--- config.mk ---
export PLATFORM = sky130hd
export DESIGN_NAME = mul_operand_packer
export DESIGN_NICKNAME = d
export VERILOG_FILES = /design/src/rtl/mul_operand_packer.sv
export SDC_FILE = /design/constraint.sdc
export NUM_CORES = 1
export LEC_CHECK = 0
export CORE_MARGIN = 2
export CORE_UTILIZATION = 35
export DETAILED_ROUTE_END_ITERATION = 12
export SLEW_MARGIN = 0
export SYNTH_ARGS = -nofsm -noshare
export SYNTH_HDL_FRONTEND = slang
export SYNTH_SLANG_ARGS = --single-unit
--- constraint.sdc ---
create_clock -name clk -period 6.05 [get_ports clk]
set_input_delay 0.605 -clock clk [delete_from_list [all_inputs] [get_ports clk]]
set_output_delay 0.605 -clock clk [all_outputs]
set_load 0.1 [all_outputs]
--- src/rtl/mul_operand_packer.sv ---
// Issue-side front end of the bf16 multiplier tree: groups a valid/ready operand stream into
// product nodes and 8-slot batches. Defining PACKER_TIMEOUT_EN adds an idle auto-flush.
module mul_operand_packer #(
  parameter int                DATA_W         = 16,
  parameter logic [DATA_W-1:0] ONE_VAL        = 16'h3F80,
  parameter int                DRAIN_CYCLES   = 7,
  parameter int                TIMEOUT_CYCLES = 16
) (
  input  logic                clk,
  input  logic                rst,
  input  logic [DATA_W-1:0]   s_data,
  input  logic                s_valid,
  output logic                s_ready,
  input  logic                s_last,
  input  logic [1:0]          s_mode,
  input  logic                flush,
  output logic [8*DATA_W-1:0] mul_ins,
  output logic                mul_stb,
  output logic [1:0]          mode,
  output logic [2:0]          batch_nodes,
  output logic                err_fanin
);

  localparam int DW = $clog2(DRAIN_CYCLES + 1);
  localparam logic [DW-1:0] DRAIN_LD = DW'(DRAIN_CYCLES);

  function automatic logic [2:0] cap_of(input logic [1:0] m);
    case (m)
      2'd0:    cap_of = 3'd2;
      2'd1:    cap_of = 3'd3;
      2'd2:    cap_of = 3'd4;
      default: cap_of = 3'd6;
    endcase
  endfunction

  function automatic logic [2:0] npb_of(input logic [1:0] m);
    case (m)
      2'd0:    npb_of = 3'd4;
      2'd1:    npb_of = 3'd2;
      2'd2:    npb_of = 3'd2;
      default: npb_of = 3'd1;
    endcase
  endfunction

  // First slot of node n; 3-in nodes sit on the same 4-slot stride as 4-in nodes
  function automatic logic [2:0] base_of(input logic [1:0] m, input logic [2:0] n);
    case (m)
      2'd0:    base_of = {n[1:0], 1'b0};
      2'd1:    base_of = {n[0], 2'b00};
      2'd2:    base_of = {n[0], 2'b00};
      default: base_of = 3'd0;
    endcase
  endfunction

  logic [8*DATA_W-1:0] stage_r, mul_ins_r, nxt_stage_s;
  logic [2:0]          nodes_r, beat_r, nxt_nodes_s, nxt_beat_s, beat_inc_s;
  logic [2:0]          cap_s, slot_s, issue_nodes_s, batch_nodes_r;
  logic [1:0]          stage_mode_r, mode_r, nxt_mode_s, ref_mode_s, eff_mode_s;
  logic [DW-1:0]       drain_r;
  logic                mul_stb_r, err_r, err_s, complete_s;
  logic                first_s, nonempty_s, nxt_nonempty_s, mode_diff_s, drain_ok_s;
  logic                s_ready_s, acc_s, chg_issue_s, timeout_s, issue_s;

  assign first_s     = (beat_r == 3'd0);
  assign nonempty_s  = (nodes_r != 3'd0) || (beat_r != 3'd0);
  assign ref_mode_s  = nonempty_s ? stage_mode_r : mode_r;
  assign mode_diff_s = first_s && (s_mode != ref_mode_s);
  assign drain_ok_s  = (drain_r == {DW{1'b0}}) && !mul_stb_r;
  // A mode change must first issue any partial batch, then wait out the tree drain
  assign s_ready_s   = !rst && !(mode_diff_s && (nonempty_s || !drain_ok_s));
  assign acc_s       = s_valid && s_ready_s;
  assign chg_issue_s = !rst && s_valid && mode_diff_s && nonempty_s;
  assign eff_mode_s  = first_s ? s_mode : stage_mode_r;

  // Next staging contents after this cycle's accepted beat
  always_comb begin
    nxt_nodes_s = nodes_r;
    nxt_beat_s  = beat_r;
    nxt_mode_s  = stage_mode_r;
    err_s       = 1'b0;
    complete_s  = 1'b0;
    beat_inc_s  = beat_r + 3'd1;
    cap_s       = cap_of(eff_mode_s);
    slot_s      = base_of(eff_mode_s, nodes_r) + beat_r;
    nxt_stage_s = stage_r;
    for (int k = 0; k < 8; k++) begin
      nxt_stage_s[k*DATA_W +: DATA_W] = (acc_s && (slot_s == 3'(k))) ? s_data
                                                                      : stage_r[k*DATA_W +: DATA_W];
    end
    if (acc_s) begin
      nxt_mode_s = eff_mode_s;
      if (s_last || (beat_inc_s == cap_s)) begin
        nxt_nodes_s = nodes_r + 3'd1;
        nxt_beat_s  = 3'd0;
        err_s       = ~s_last;
        complete_s  = ((nodes_r + 3'd1) == npb_of(eff_mode_s));
      end else begin
        nxt_beat_s = beat_inc_s;
      end
    end else begin
      nxt_mode_s = stage_mode_r;
    end
  end

  assign nxt_nonempty_s = (nxt_nodes_s != 3'd0) || (nxt_beat_s != 3'd0);
  assign issue_nodes_s  = nxt_nodes_s + {2'b00, (nxt_beat_s != 3'd0)};
  assign issue_s        = !rst && (complete_s || chg_issue_s
                                   || ((flush || timeout_s) && nxt_nonempty_s));

`ifdef PACKER_TIMEOUT_EN
  localparam int TW = $clog2(TIMEOUT_CYCLES + 1);
  logic [TW-1:0] idle_r;

  assign timeout_s = nonempty_s && !acc_s && (idle_r == TW'(TIMEOUT_CYCLES - 1));

  // Counts consecutive cycles a partial batch sits without an accept
  always_ff @(posedge clk) begin
    if (rst || acc_s || issue_s || !nonempty_s) begin
      idle_r <= {TW{1'b0}};
    end else begin
      idle_r <= idle_r + TW'(1);
    end
  end
`else
  assign timeout_s = 1'b0;
`endif

  // Staging, issue registers and error pulse
  always_ff @(posedge clk) begin
    if (rst) begin
      stage_r       <= {8{ONE_VAL}};
      nodes_r       <= 3'd0;
      beat_r        <= 3'd0;
      stage_mode_r  <= 2'd0;
      mul_ins_r     <= {(8*DATA_W){1'b0}};
      mul_stb_r     <= 1'b0;
      mode_r        <= 2'd0;
      batch_nodes_r <= 3'd0;
      err_r         <= 1'b0;
    end else begin
      mul_stb_r <= issue_s;
      err_r     <= err_s;
      if (issue_s) begin
        mul_ins_r     <= nxt_stage_s;
        mode_r        <= nxt_mode_s;
        batch_nodes_r <= issue_nodes_s;
        stage_r       <= {8{ONE_VAL}};
        nodes_r       <= 3'd0;
        beat_r        <= 3'd0;
        stage_mode_r  <= nxt_mode_s;
      end else begin
        stage_r      <= nxt_stage_s;
        nodes_r      <= nxt_nodes_s;
        beat_r       <= nxt_beat_s;
        stage_mode_r <= nxt_mode_s;
      end
    end
  end

  // Drain counter: reloads during each strobe, then counts down to zero
  always_ff @(posedge clk) begin
    if (rst) begin
      drain_r <= {DW{1'b0}};
    end else if (mul_stb_r) begin
      drain_r <= DRAIN_LD;
    end else if (drain_r != {DW{1'b0}}) begin
      drain_r <= drain_r - DW'(1);
    end else begin
      drain_r <= drain_r;
    end
  end

  assign s_ready     = s_ready_s;
  assign mul_ins     = mul_ins_r;
  assign mul_stb     = mul_stb_r;
  assign mode        = mode_r;
  assign batch_nodes = batch_nodes_r;
  assign err_fanin   = err_r;

endmodule

==> flow_summary.toml <==
[run_status]
status = "finished, final reports clean"

[worst_setup_path]
worstPathArrival_ns = 5.14
r2r_end = "mul_ins[61]"
crit_end = "mul_ins[61]"
rrSetupSlack_ns = 1.35
required_ns = 6.50
startpoint_type = "flop"
crit_path_end_kind = "flop"
crit_fanout = 77
worst-setup-path-type = "reg -> reg"
crit-reg2reg-launch = "beat_r[0]"
rr_worst_depth = 14
critPathLaunch = "beat_r[0]"

[place]
dp_hpwl_um = 17900
portBuffers = 158
place_congestion = 0.792
dp_cells = 1497

[cells_and_area]
layout.nets = 1174
area_growth_pct = 26.2
final_cells = 1549
diodes = 0
drive_above_1_share = 0.0794
fill_cells = 2836

[yosys]
syn_area_um2 = 10500
syn_inst = 1041
postSynth.asyncResetShare = 0
yosysWarningCount = 0
avgSynthCellArea_um2 = 10.1
ys_seq_area_frac = 0.524
synth_seq_cells = 274
synth_nets = 1078
yosys_most_used_dff = "dfxtp_1"
ys_types = 44
synth-edff-count = 0

[detailed_routing]
drt_pass1_iterations = 5
wire_per_inst_um = 19.3
viasPerCell = 5.12
drt_wl_total_um = 29800
initialDrtViolationCount = 384
drc = 0
vias = 7931
postRouteAntennaNets = 0

[sta]
hold_violations = 0
fin_crit_ns = 4.70
fin_skew_ns = 0.00729
setup_tns_ns = 0
slew_violations = 0
holdWs_ns = 0.461
fmax_mhz = 213
tightest_slew_ns = 1.20
rsz0062_at_grt = "false"
maxSlewHeadroom = 0.198
post-route-period-util = 0.776
setup_viol = 0

[clock_tree]
h-tree-depth = 1
cts_buffers = 28
ctsLongestPathBuffers = 3
cts_resized = 0
clk_pin_slew_worst_paths_ns = 0.06
clock-sinks = 274
clock_latency_ns = 0.55
cts_hold_buf = 0
cts_setup_buffers = 0
cts-root-buf = "clkbuf_16"
tritoncts = "done"

[power_and_ir_drop]
power_density_nw_per_um2 = 531
p_leak_nw = 4.97
ir_drop_uv = 383

[floorplanning]
ioPinCount = 159
die_w_um = 177
num_rows = 63
die_area_um2 = 31300
die_height_um = 177
start_util = 0.354
core_um2 = 29600

[global_route]
grt_max_degree = 133
grt_pass1_wl_um = 45500
overflow = 0
grt_pass1_vias = 7594
antenna_found_initial = 0
grt.total_usage = 0.187

[job]
drv_cap = 0

[hold_path]
holdCritPathClass = "reg -> reg"
-- worst min-delay path by stage --
stage,to,cells past startpoint,start,slack [ns]
2_1_floorplan,stage_r[8],2,stage_r[8],0.43
3_3_place_gp,stage_r[8],2,stage_r[8],0.45
3_5_place_dp,stage_r[8],2,stage_r[8],0.45
4_1_cts,stage_r[8],2,stage_r[8],0.46
5_1_grt,stage_r[8],2,stage_r[8],0.48
6_report,stage_r[8],2,stage_r[8],0.46
-- flip-flops by register name, indices dropped and copies added, names as in the netlist --
register / count
err_fanin: 1
stage_r: 128
mul_ins: 128
mul_stb: 1
mode: 2
drain_r: 3
stage_mode_r: 2
batch_nodes: 3
beat_r: 3
nodes_r: 3
-- synth_stat cells (3+ instances only) --
library cell  instances  share of area
a211oi_1            120          0.086
a211oi_2             10          0.012
a21oi_1               7         0.0033
and2_1                6         0.0036
buf_1                 5         0.0018
buf_2                53          0.025
clkbuf_1             40          0.014
dfxtp_1             274           0.52
ha_1                 14          0.017
inv_1                12         0.0043
mux2_2                4         0.0043
mux2i_1             131           0.13
nand2_1              64          0.023
nand2b_1              6         0.0036
nand3_1               5         0.0024
nor2_1               93          0.033
nor2_2                4         0.0024
nor2b_1               5         0.0030
nor3_1              132          0.063
nor3_2                3         0.0029
o21ai_0               7         0.0033
xnor2_1              11         0.0092
xor2_1                9         0.0075
-- critical path: stages (launching register included) --
cell      delay [ns]
dfxtp_1         0.52
inv_1           0.15
ha_1            0.25
nand2b_1        0.28
mux2i_1         0.44
inv_1           0.13
ha_1            0.33
xnor2_1         0.14
and2_1          0.14
o2111a_1        0.11
nor3_1          0.40
o21a_1          0.35
nand2_4         0.52
buf_12          0.44
a211oi_1        0.28
-- kinds of logic (layout without fill, tap and decap cells) --
| family | count (synthesis) | in the layout | synth area share |
|---|---|---|---|
| AOI/OAI and AO/OA | 158 | 158 | 0.120 |
| xor gates and xnor gates | 20 | 20 | 0.0167 |
| adders and majority gates | 14 | 14 | 0.0167 |
| buffers and inverters | 113 | 231 | 0.0483 |
| DFF | 274 | 274 | 0.524 |
| muxes | 135 | 135 | 0.130 |
| and+or+nand+nor | 327 | 327 | 0.144 |
-- per-stage QoR --
step           total power [W]  area (µm²)  worst slack [ns]   util
6_report               0.00702       13200              1.35  0.447
5_1_grt                0.00729       13200              1.03  0.447
4_1_cts                0.00707       13200              1.41  0.447
3_5_place_dp           0.00523       12200              1.44  0.413
3_3_place_gp           0.00522       12200              1.55  0.413
2_1_floorplan          0.00455       10500              2.62      -
-- cells in the final DEF (no fill, tap or decap), types with 7 or more instances in the layout --
cell               n
xor2_1             9
a21oi_1            7
o21ai_0            7
nor2_1            93
nand2_1           63
dfxtp_1          274
clkbuf_8          10
buf_4              8
nor3_1           131
ha_1              14
xnor2_1           11
mux2i_1          131
clkdlybuf4s50_1  157
inv_1             12
a211oi_2          10
a211oi_1         120
clkbuf_16         28
-- layout make-up --
| cell class | count | area, µm² | share of cell area |
|---|---|---|---|
| clock inverter | 13 | 173 | 0.0131 |
| timing repair buffer | 167 | 1670 | 0.127 |
| sequential | 274 | 5490 | 0.415 |
| inverter | 12 | 45.0 | 0.00341 |
| multi-input combinational | 654 | 4510 | 0.341 |
| clock buffer | 39 | 842 | 0.0637 |
| tap | 390 | 488 | 0.0369 |
-- report_power, final --
group | leakage (nW) | switching, W | internal (W)
logic | 2.25 | 0.00226 | 0.000695
clock network | 0.496 | 0.000732 | 0.00110
registers | 2.23 | 0.000179 | 0.00206
total | 4.97 | 0.00317 | 0.00385
-- routing by layer --
layer / GRT usage / up-vias / part of all wire
li1: - / 3871 / -
met1: 0.271 / 3821 / 0.49
met2: 0.294 / 211 / 0.45
met3: 0.0303 / 28 / 0.051
met4: 0.0348 / 0 / 0.012
met5: 0 / - / 0
Power figures use the tool's default switching activity.
